==> src/rtl/calc1_pkg.sv <==
// Shared definitions for the calc1 port requester: command and response
// codes, FSM state encoding and bus width constants.
package calc1_pkg;

   localparam int unsigned DATA_W = 32;
   localparam int unsigned CMD_W  = 4;
   localparam int unsigned RESP_W = 2;
   localparam int unsigned CNT_W  = 8;

   typedef enum logic [CMD_W-1:0] {
      CMD_NOP = 4'd0,
      CMD_ADD = 4'd1,
      CMD_SUB = 4'd2,
      CMD_SHL = 4'd5,
      CMD_SHR = 4'd6
   } cmd_e;

   typedef enum logic [RESP_W-1:0] {
      RESP_NONE = 2'd0,
      RESP_OK   = 2'd1,
      RESP_OVF  = 2'd2,
      RESP_INV  = 2'd3
   } resp_e;

   typedef enum logic [2:0] {
      IDLE,
      SEND1,
      SEND2,
      WAIT,
      DONE
   } state_e;

   // Any non-zero response code means the port has answered.
   function automatic logic resp_present(input logic [0:RESP_W-1] r);
      return r != RESP_NONE;
   endfunction

endpackage

==> src/rtl/calc1_req_watchdog.sv <==
// Response-wait watchdog for the calc1 port requester. The counter is
// cleared in the cycle before WAIT is entered and counts WAIT cycles;
// expired is high during the WAIT cycle that completes TIMEOUT_CYCLES.
module calc1_req_watchdog
   import calc1_pkg::*;
#(
   parameter int unsigned TIMEOUT_CYCLES = 64
) (
   input  logic c_clk,
   input  logic reset,
   input  logic clear,
   input  logic run,
   output logic expired
);

   logic [CNT_W-1:0] count;

   // Count cycles spent waiting for a response.
   always_ff @(posedge c_clk) begin
      if (reset || clear) begin
         count <= '0;
      end else if (run) begin
         count <= count + 1'b1;
      end
   end

   assign expired = run && (count == CNT_W'(TIMEOUT_CYCLES - 1));

endmodule

==> src/rtl/calc1_port_requester.sv <==
// Calc1 port requester: accepts one host operation at a time, drives the
// calculator port for two cycles (command+operand 1, then operand 2), waits
// for a non-zero response code and holds the result until the host takes it.
// Optional response watchdog enabled by defining CALC1_REQ_TIMEOUT_EN.
module calc1_port_requester
   import calc1_pkg::*;
#(
   parameter int unsigned TIMEOUT_CYCLES = 64
) (
   input  logic        c_clk,
   input  logic        reset,
   input  logic        op_valid,
   output logic        op_ready,
   input  logic [0:3]  op_cmd,
   input  logic [0:31] op_data1,
   input  logic [0:31] op_data2,
   output logic        res_valid,
   input  logic        res_ready,
   output logic [0:1]  res_resp,
   output logic [0:31] res_data,
   output logic        res_timeout,
   output logic [0:3]  req_cmd_out,
   output logic [0:31] req_data_out,
   input  logic [0:1]  out_resp,
   input  logic [0:31] out_data,
   output logic        spurious_resp
);

   if (TIMEOUT_CYCLES < 1 || TIMEOUT_CYCLES > 255) begin : g_bad_timeout
      $error("TIMEOUT_CYCLES must be in 1..255");
   end

   state_e      state;
   logic [0:31] data2_q;
   logic        wd_expired;

`ifdef CALC1_REQ_TIMEOUT_EN
   calc1_req_watchdog #(
      .TIMEOUT_CYCLES (TIMEOUT_CYCLES)
   ) u_watchdog (
      .c_clk   (c_clk),
      .reset   (reset),
      .clear   (state == SEND2),
      .run     (state == WAIT),
      .expired (wd_expired)
   );
`else
   assign wd_expired  = 1'b0;
   assign res_timeout = 1'b0;
`endif

   // Operation sequencing FSM; all outputs registered.
   always_ff @(posedge c_clk) begin
      if (reset) begin
         state         <= IDLE;
         op_ready      <= 1'b1;
         res_valid     <= 1'b0;
         res_resp      <= '0;
         res_data      <= '0;
         req_cmd_out   <= '0;
         req_data_out  <= '0;
         spurious_resp <= 1'b0;
         data2_q       <= '0;
`ifdef CALC1_REQ_TIMEOUT_EN
         res_timeout   <= 1'b0;
`endif
      end else begin
         if (resp_present(out_resp) && state != WAIT) begin
            spurious_resp <= 1'b1;
         end

         case (state)
            IDLE: begin
               if (op_valid) begin
                  op_ready <= 1'b0;
                  data2_q  <= op_data2;
                  if (op_cmd != CMD_NOP) begin
                     state        <= SEND1;
                     req_cmd_out  <= op_cmd;
                     req_data_out <= op_data1;
                  end else begin
                     // NOP completes locally without touching the port.
                     state     <= DONE;
                     res_valid <= 1'b1;
                     res_resp  <= '0;
                     res_data  <= '0;
`ifdef CALC1_REQ_TIMEOUT_EN
                     res_timeout <= 1'b0;
`endif
                  end
               end
            end

            SEND1: begin
               state        <= SEND2;
               req_cmd_out  <= '0;
               req_data_out <= data2_q;
            end

            SEND2: begin
               state        <= WAIT;
               req_data_out <= '0;
            end

            WAIT: begin
               // A response arriving on the expiry cycle takes priority.
               if (resp_present(out_resp)) begin
                  state     <= DONE;
                  res_valid <= 1'b1;
                  res_resp  <= out_resp;
                  res_data  <= out_data;
`ifdef CALC1_REQ_TIMEOUT_EN
                  res_timeout <= 1'b0;
`endif
               end else if (wd_expired) begin
                  state     <= DONE;
                  res_valid <= 1'b1;
                  res_resp  <= '0;
                  res_data  <= '0;
`ifdef CALC1_REQ_TIMEOUT_EN
                  res_timeout <= 1'b1;
`endif
               end
            end

            DONE: begin
               if (res_ready) begin
                  state     <= IDLE;
                  res_valid <= 1'b0;
                  op_ready  <= 1'b1;
               end
            end

            default: begin
               state    <= IDLE;
               op_ready <= 1'b1;
            end
         endcase
      end
   end

endmodule

==> config.mk <==
export PLATFORM = sky130hd
export DESIGN_NAME = calc1_port_requester
export DESIGN_NICKNAME = d
export VERILOG_FILES = /design/src/rtl/calc1_pkg.sv /design/src/rtl/calc1_req_watchdog.sv /design/src/rtl/calc1_port_requester.sv
export SDC_FILE = /design/constraint.sdc
export NUM_CORES = 1
export LEC_CHECK = 0
export CAP_MARGIN = 30
export CORE_MARGIN = 2
export CORE_UTILIZATION = 46
export CTS_CLUSTER_DIAMETER = 150
export DETAILED_ROUTE_END_ITERATION = 16
export PLACE_DENSITY = 0.95
export RECOVER_POWER = 25
export SLEW_MARGIN = 25
export SYNTH_ARGS = -nofsm -noshare
export SYNTH_HDL_FRONTEND = slang
export SYNTH_SLANG_ARGS = --single-unit
==> constraint.sdc <==
create_clock -name c_clk -period 4.7 [get_ports c_clk]
set_input_delay 0.94 -clock c_clk [delete_from_list [all_inputs] [get_ports c_clk]]
set_output_delay 0.94 -clock c_clk [all_outputs]
set_load 0.01 [all_outputs]
Yosys cells after proc, flatten, opt, wreduce, memory -nomap -nowiden
Cells that the tools add are included.
{ "word_totals": {"regBits": 108, "latch_bits": 0, "ram_bits": 0, "rom_bits": 0, "inputBits": 106, "out_inout_bits": 74, "elab_cells": 63, "memories": 0} }
{ "op_classes": {"n_addsub": 0, "mul": 0, "div": 0, "magnitude_cmp": 0, "eq_ne": 10, "shifts": 0, "mux": 27, "n_bitwise": 1, "n_reduce_logical": 16} }
{ "op_table": {"columns": ["operator", "count"], "rows": [
  ["$mux W32", 5],
  ["$pmux W32 S3", 1],
  ["$pmux W32 S2", 1],
  ["$pmux W3 S5", 1],
  ["$mux W3", 4],
  ["$reduce_and A3 Y1", 4],
  ["$ne A2 B2 Y1 const B", 5],
  ["$mux W4", 2],
  ["$pmux W4 S2", 1],
  ["$eq A3 B2 Y1 const B", 2],
  ["$mux W1", 6],
  ["$mux W2", 3],
  ["$pmux W1 S3", 2],
  ["$reduce_bool A2 Y1", 3],
  ["$reduce_bool A3 Y1", 2],
  ["$reduce_and A5 Y1", 1],
  ["$pmux W2 S2", 1],
  ["$reduce_and A4 Y1", 1],
  ["$reduce_bool A4 Y1", 1],
  ["$eq A3 B1 Y1 const B", 1],
  ["$eq A3 B3 Y1 const B", 1],
  ["$logic_not A3 Y1", 1],
  ["$ne A3 B2 Y1 const B", 1],
  ["$reduce_or A3 Y1", 1],
  ["3 further kinds", 3]
]} }

Depth between registers and ports, before layout
{ "depth": {"depth_word": 4, "ltp_mapped": 7, "ltp_nobuf": 4} }

Worst setup path before layout
OpenSTA, ideal clock, no wires.
{ "synth_timing": {"kind": "input to register", "startpoint": "input op_cmd[1] in the netlist's numbering", "endpoint": "register res_data[0] in the netlist's numbering", "setup_time_ns": 0.117, "t_arrival_ns": 2.087, "t_required_ns": 4.583, "setup_slack_ns": 2.496, "path_stages": 5, "n_path_buf": 1, "path_cell_list": "or4_4 o21ai_1 a21oi_2 buf_2 a22o_1"} }
{ "synth_between": {"elab_chain_cells": 3} }
{ "synth_lines": {"columns": ["item", "line", "text"], "rows": [
  ["start: declaration", "calc1_port_requester.sv:14", "input logic [0:3] op_cmd,"],
  ["$reduce_bool A4 Y1", "calc1_port_requester.sv:77", "if (op_cmd != CMD_NOP) begin"],
  ["$ne A2 B2 Y1 (no source line)", null, null],
  ["$reduce_and A4 Y1 (no source line)", null, null],
  ["end signal: assignment", "calc1_port_requester.sv:111", "res_data <= out_data;"],
  ["end: declaration", "calc1_port_requester.sv:20", "output logic [0:31] res_data,"]
]} }
No other way between the ends.
A chain may end at the register's enable or synchronous reset.

Final worst setup path
{ "layout_timing": {"startpoint": "register state[1]", "endpoint": "register res_data[14] in the netlist's numbering"} }
{ "layout_between": {"elab_chain_cells": 3, "elab_cells_between_ends": 8, "classes_between": "4 x eq/ne; 1 x mux; 3 x reduce/logical"} }
{ "layout_lines": {"columns": ["item", "line", "text"], "rows": [
  ["start: declaration", "calc1_port_requester.sv:33", "state_e state;"],
  ["start signal: assignment", "calc1_port_requester.sv:55", "state <= IDLE;"],
  ["start signal: assignment", "calc1_port_requester.sv:78", "state <= SEND1;"],
  ["start signal: assignment", "calc1_port_requester.sv:83", "state <= DONE;"],
  ["$eq A3 B2 Y1 / $logic_not A3 Y1 (equally long branches)", "calc1_port_requester.sv:72", "case (state)"],
  ["$ne A2 B2 Y1 (no source line) / $reduce_bool A2 Y1 (equally long branches)", null, null],
  ["$reduce_and A4 Y1 (no source line)", null, null]
]} }
Several ways; a longest one is shown, not always the timed one.

==> reports/results.tsv <==
stage	metric	value	unit
outcome	status	finished with violations	
outcome	failed_checks	capacitance limit, slew limit	
routing	wl	12.7	mm
yosys	syn_area	0.00431	mm²
grt	grtUsageTotal	24.4	%
grt	antenna_found_initial	0	
pwr	fin_total_pwr	2.22	mW
sta	hold_viol	0	
worst_setup_path	worstSetupPathType	reg2reg	
placement	dpl.hpwl	8.71	mm
routing	via_per_inst	5.56	
sta	fin_crit_sh	75.2	%
finish	final_nets	756	
worst_setup_path	start_kind	register	
worst_setup_path	critPathArrivalTime	3.83	ns
routing	dr.pass1.iters	6	
clock_network	post_cts_resize_count	0	
routing	num_vias	4256	
floorplan	fp.dieW	101	µm
worst_setup_path	crit_required	5.00	ns
clock_network	postCtsSetupRepairBufs	0	
clock_network	clk_latency	0.35	ns
clock_network	htreeDepth	3	
sta	worst_pin_slew	2.05	ns
finish	antenna_cells	0	
sta	setup_viol	0	
yosys	netlist-cell-type-count	37	
pwr	power_density	353	mW/mm²
placement	port_buffers	178	
floorplan	start_util	47.1	%
yosys	yosys_warnings	0	
sta	rsz0062_at_grt	false	
finish	mostFrequentLayoutCell	clkdlybuf4s50_1	
grt	grt_overflow	0	
floorplan	pin_count	180	
clock_network	cts_buffers	9	
sta	fin_tns_setup	0	ns
yosys	syn_nets	601	
sta	slew_headroom	-36.7	%
routing	drt_iter0_markers	189	
floorplan	die_area	0.0102	mm²
run	drv_cap	1	
clock_network	cts_root_buf	clkbuf_8	
yosys	yosysSeqAreaShare	50.2	%
routing	drc	0	
finish	final_cell_mix	135 x clkdlybuf4s50_1, 108 x dfxtp_1, 72 x nor2_1	
clock_network	cts.path.max_buffers	2	
sta	max_clock_freq	283	MHz
grt	grt_pass1_vias	4169	
placement	gp_congestion	0.827	
grt	grt_max_degree	44	
min_path	hold_class	reg2reg	
yosys	synth-seq-cells	108	
floorplan	die_h	101	µm
clock_network	cts.clk_slew.worst_paths	0.09	ns
finish	drive_gt1_share	6.27	%
clock_network	cts_tree	built	
grt	grt_pass1_wl	20.0	mm
finish	syn_to_final_growth	46.1	%
floorplan	core-area	0.00915	mm²
clock_network	hold_buffers	0	
pwr	vdd_ir_drop_max	0.203	mV
pwr	cellLeakagePower	2.48	nW
sta	fin_crit	3.54	ns
routing	ant_nets	0	
worst_setup_path	cp_max_fo	43	
sta	skew	0.00936	ns
worst_setup_path	end_kind	register	
yosys	postSynthCellCount	495	
routing	drt-wirelength-per-cell	16.6	µm
floorplan	rows	35	
yosys	syn_area_per_cell	8.71	µm²
clock_network	cts.sinks	108	
sta	final-max-slew-violation-count	44	
-- logic make-up after synthesis --
kind of cell,after synthesis,synth area share [%]
AO/OA/AOI/OAI,118,19.8
other,1,0.0870
AND/OR/NAND/NOR,222,24.7
flip-flops,108,50.2
XOR/XNOR,1,0.203
buffers and inverters,45,5.05
-- cells in the mapped netlist --
| cell | n | area (µm²) |
|---|---|---|
| o21ba_2 | 1 | 10.0 |
| nor3b_1 | 2 | 15.0 |
| o21a_1 | 32 | 240 |
| clkbuf_1 | 23 | 86.3 |
| nor3_2 | 1 | 10.0 |
| or3b_2 | 1 | 8.76 |
| xnor2_1 | 1 | 8.76 |
| buf_4 | 1 | 7.51 |
| nor4b_1 | 1 | 8.76 |
| o32ai_2 | 1 | 16.3 |
| conb_1 | 1 | 3.75 |
| o21bai_1 | 1 | 7.51 |
| or4_4 | 1 | 11.3 |
| a21oi_2 | 1 | 8.76 |
| a221oi_1 | 1 | 8.76 |
| dfxtp_1 | 108 | 2160 |
| o21ai_1 | 1 | 5.00 |
| buf_1 | 3 | 11.3 |
| nand2b_1 | 1 | 6.26 |
| a22o_1 | 38 | 333 |
| buf_2 | 12 | 60.1 |
| a21oi_1 | 36 | 180 |
| or2_2 | 2 | 12.5 |
| a2bb2oi_1 | 1 | 8.76 |
| nor2_1 | 73 | 274 |
| and2_1 | 1 | 6.26 |
| nor4_1 | 24 | 150 |
| a2111oi_0 | 1 | 8.76 |
| inv_1 | 2 | 7.51 |
| nor4_2 | 9 | 113 |
| nor3_1 | 37 | 185 |
| buf_6 | 4 | 45.0 |
| o41ai_1 | 1 | 8.76 |
| nor2b_1 | 2 | 12.5 |
| o21ai_0 | 2 | 10.0 |
| nand2_1 | 67 | 251 |
| o211ai_1 | 1 | 7.51 |
-- worst max-delay path, cell delays in order (launching register included) --
cell and delay [ns]:
dfxtp_1 0.34, clkbuf_1 1.47, o211ai_1 0.56, nor3_4 0.70, buf_8 0.25, a22o_1 0.16
-- path summary, 6_finish.rpt --
| kind | depth (start not counted) | slack, ns | to | startpoint |
|---|---|---|---|---|
| max | 5 | 1.16 | res_data[14] | state[1] |
| min | 1 | 0.48 | res_data[4] | res_data[4] |
| max reg2reg | 5 | 1.16 | res_data[14] | state[1] |
| min reg2reg | 1 | 0.48 | res_data[4] | res_data[4] |
-- cell type report --
type                    count  area (µm²)
fillers                   706        2860
inverters                   2        7.51
clock inverters             4        50.0
flip-flops and latches    108        2160
clock buffers              11         141
repair buffers            187        1850
well taps                 111         139
multi-input cells         342        1950
-- metrics by stage --
stage | cells | util, % | cell area (µm²) | hold slack [ns] | setup slack, ns
after CTS | 764 | 68.8 | 6290 | 0.481 | 1.79
after floorplan | 495 | - | 4310 | 0.450 | 2.50
final | 765 | 68.8 | 6300 | 0.478 | 1.16
after global routing | 765 | 68.8 | 6300 | 0.491 | 0.852
after detailed placement | 749 | 66.7 | 6100 | 0.458 | 1.42
after global placement | 748 | 66.5 | 6090 | 0.455 | 1.55
-- power breakdown --
part | switching (mW) | internal, mW | total (mW) | leakage (nW)
Combinational | 0.306 | 0.291 | 0.597 | 1.50
Sequential | 0.0649 | 1.01 | 1.07 | 0.884
Clock | 0.295 | 0.258 | 0.553 | 0.0914
-- per-layer routing --
metal / global-route usage, % / wire length (µm) / up-vias / part of all wire [%]
met4: 8.75 / 176 / 0 / 1.4
met5: 0 / 0 / - / 0
met2: 42.8 / 6360 / 204 / 50
met3: 4.58 / 951 / 19 / 7.5
li1: - / - / 2048 / -
met1: 29.8 / 5250 / 1985 / 41
-- sequential cells by signal, summed over array words and instances, names as in the netlist --
name	flops
data2_q	32
req_data_out	32
res_data	32
req_cmd_out	4
state	3
res_resp	2
op_ready	1
res_valid	1
spurious_resp	1
(Power assumes the default switching activity.)
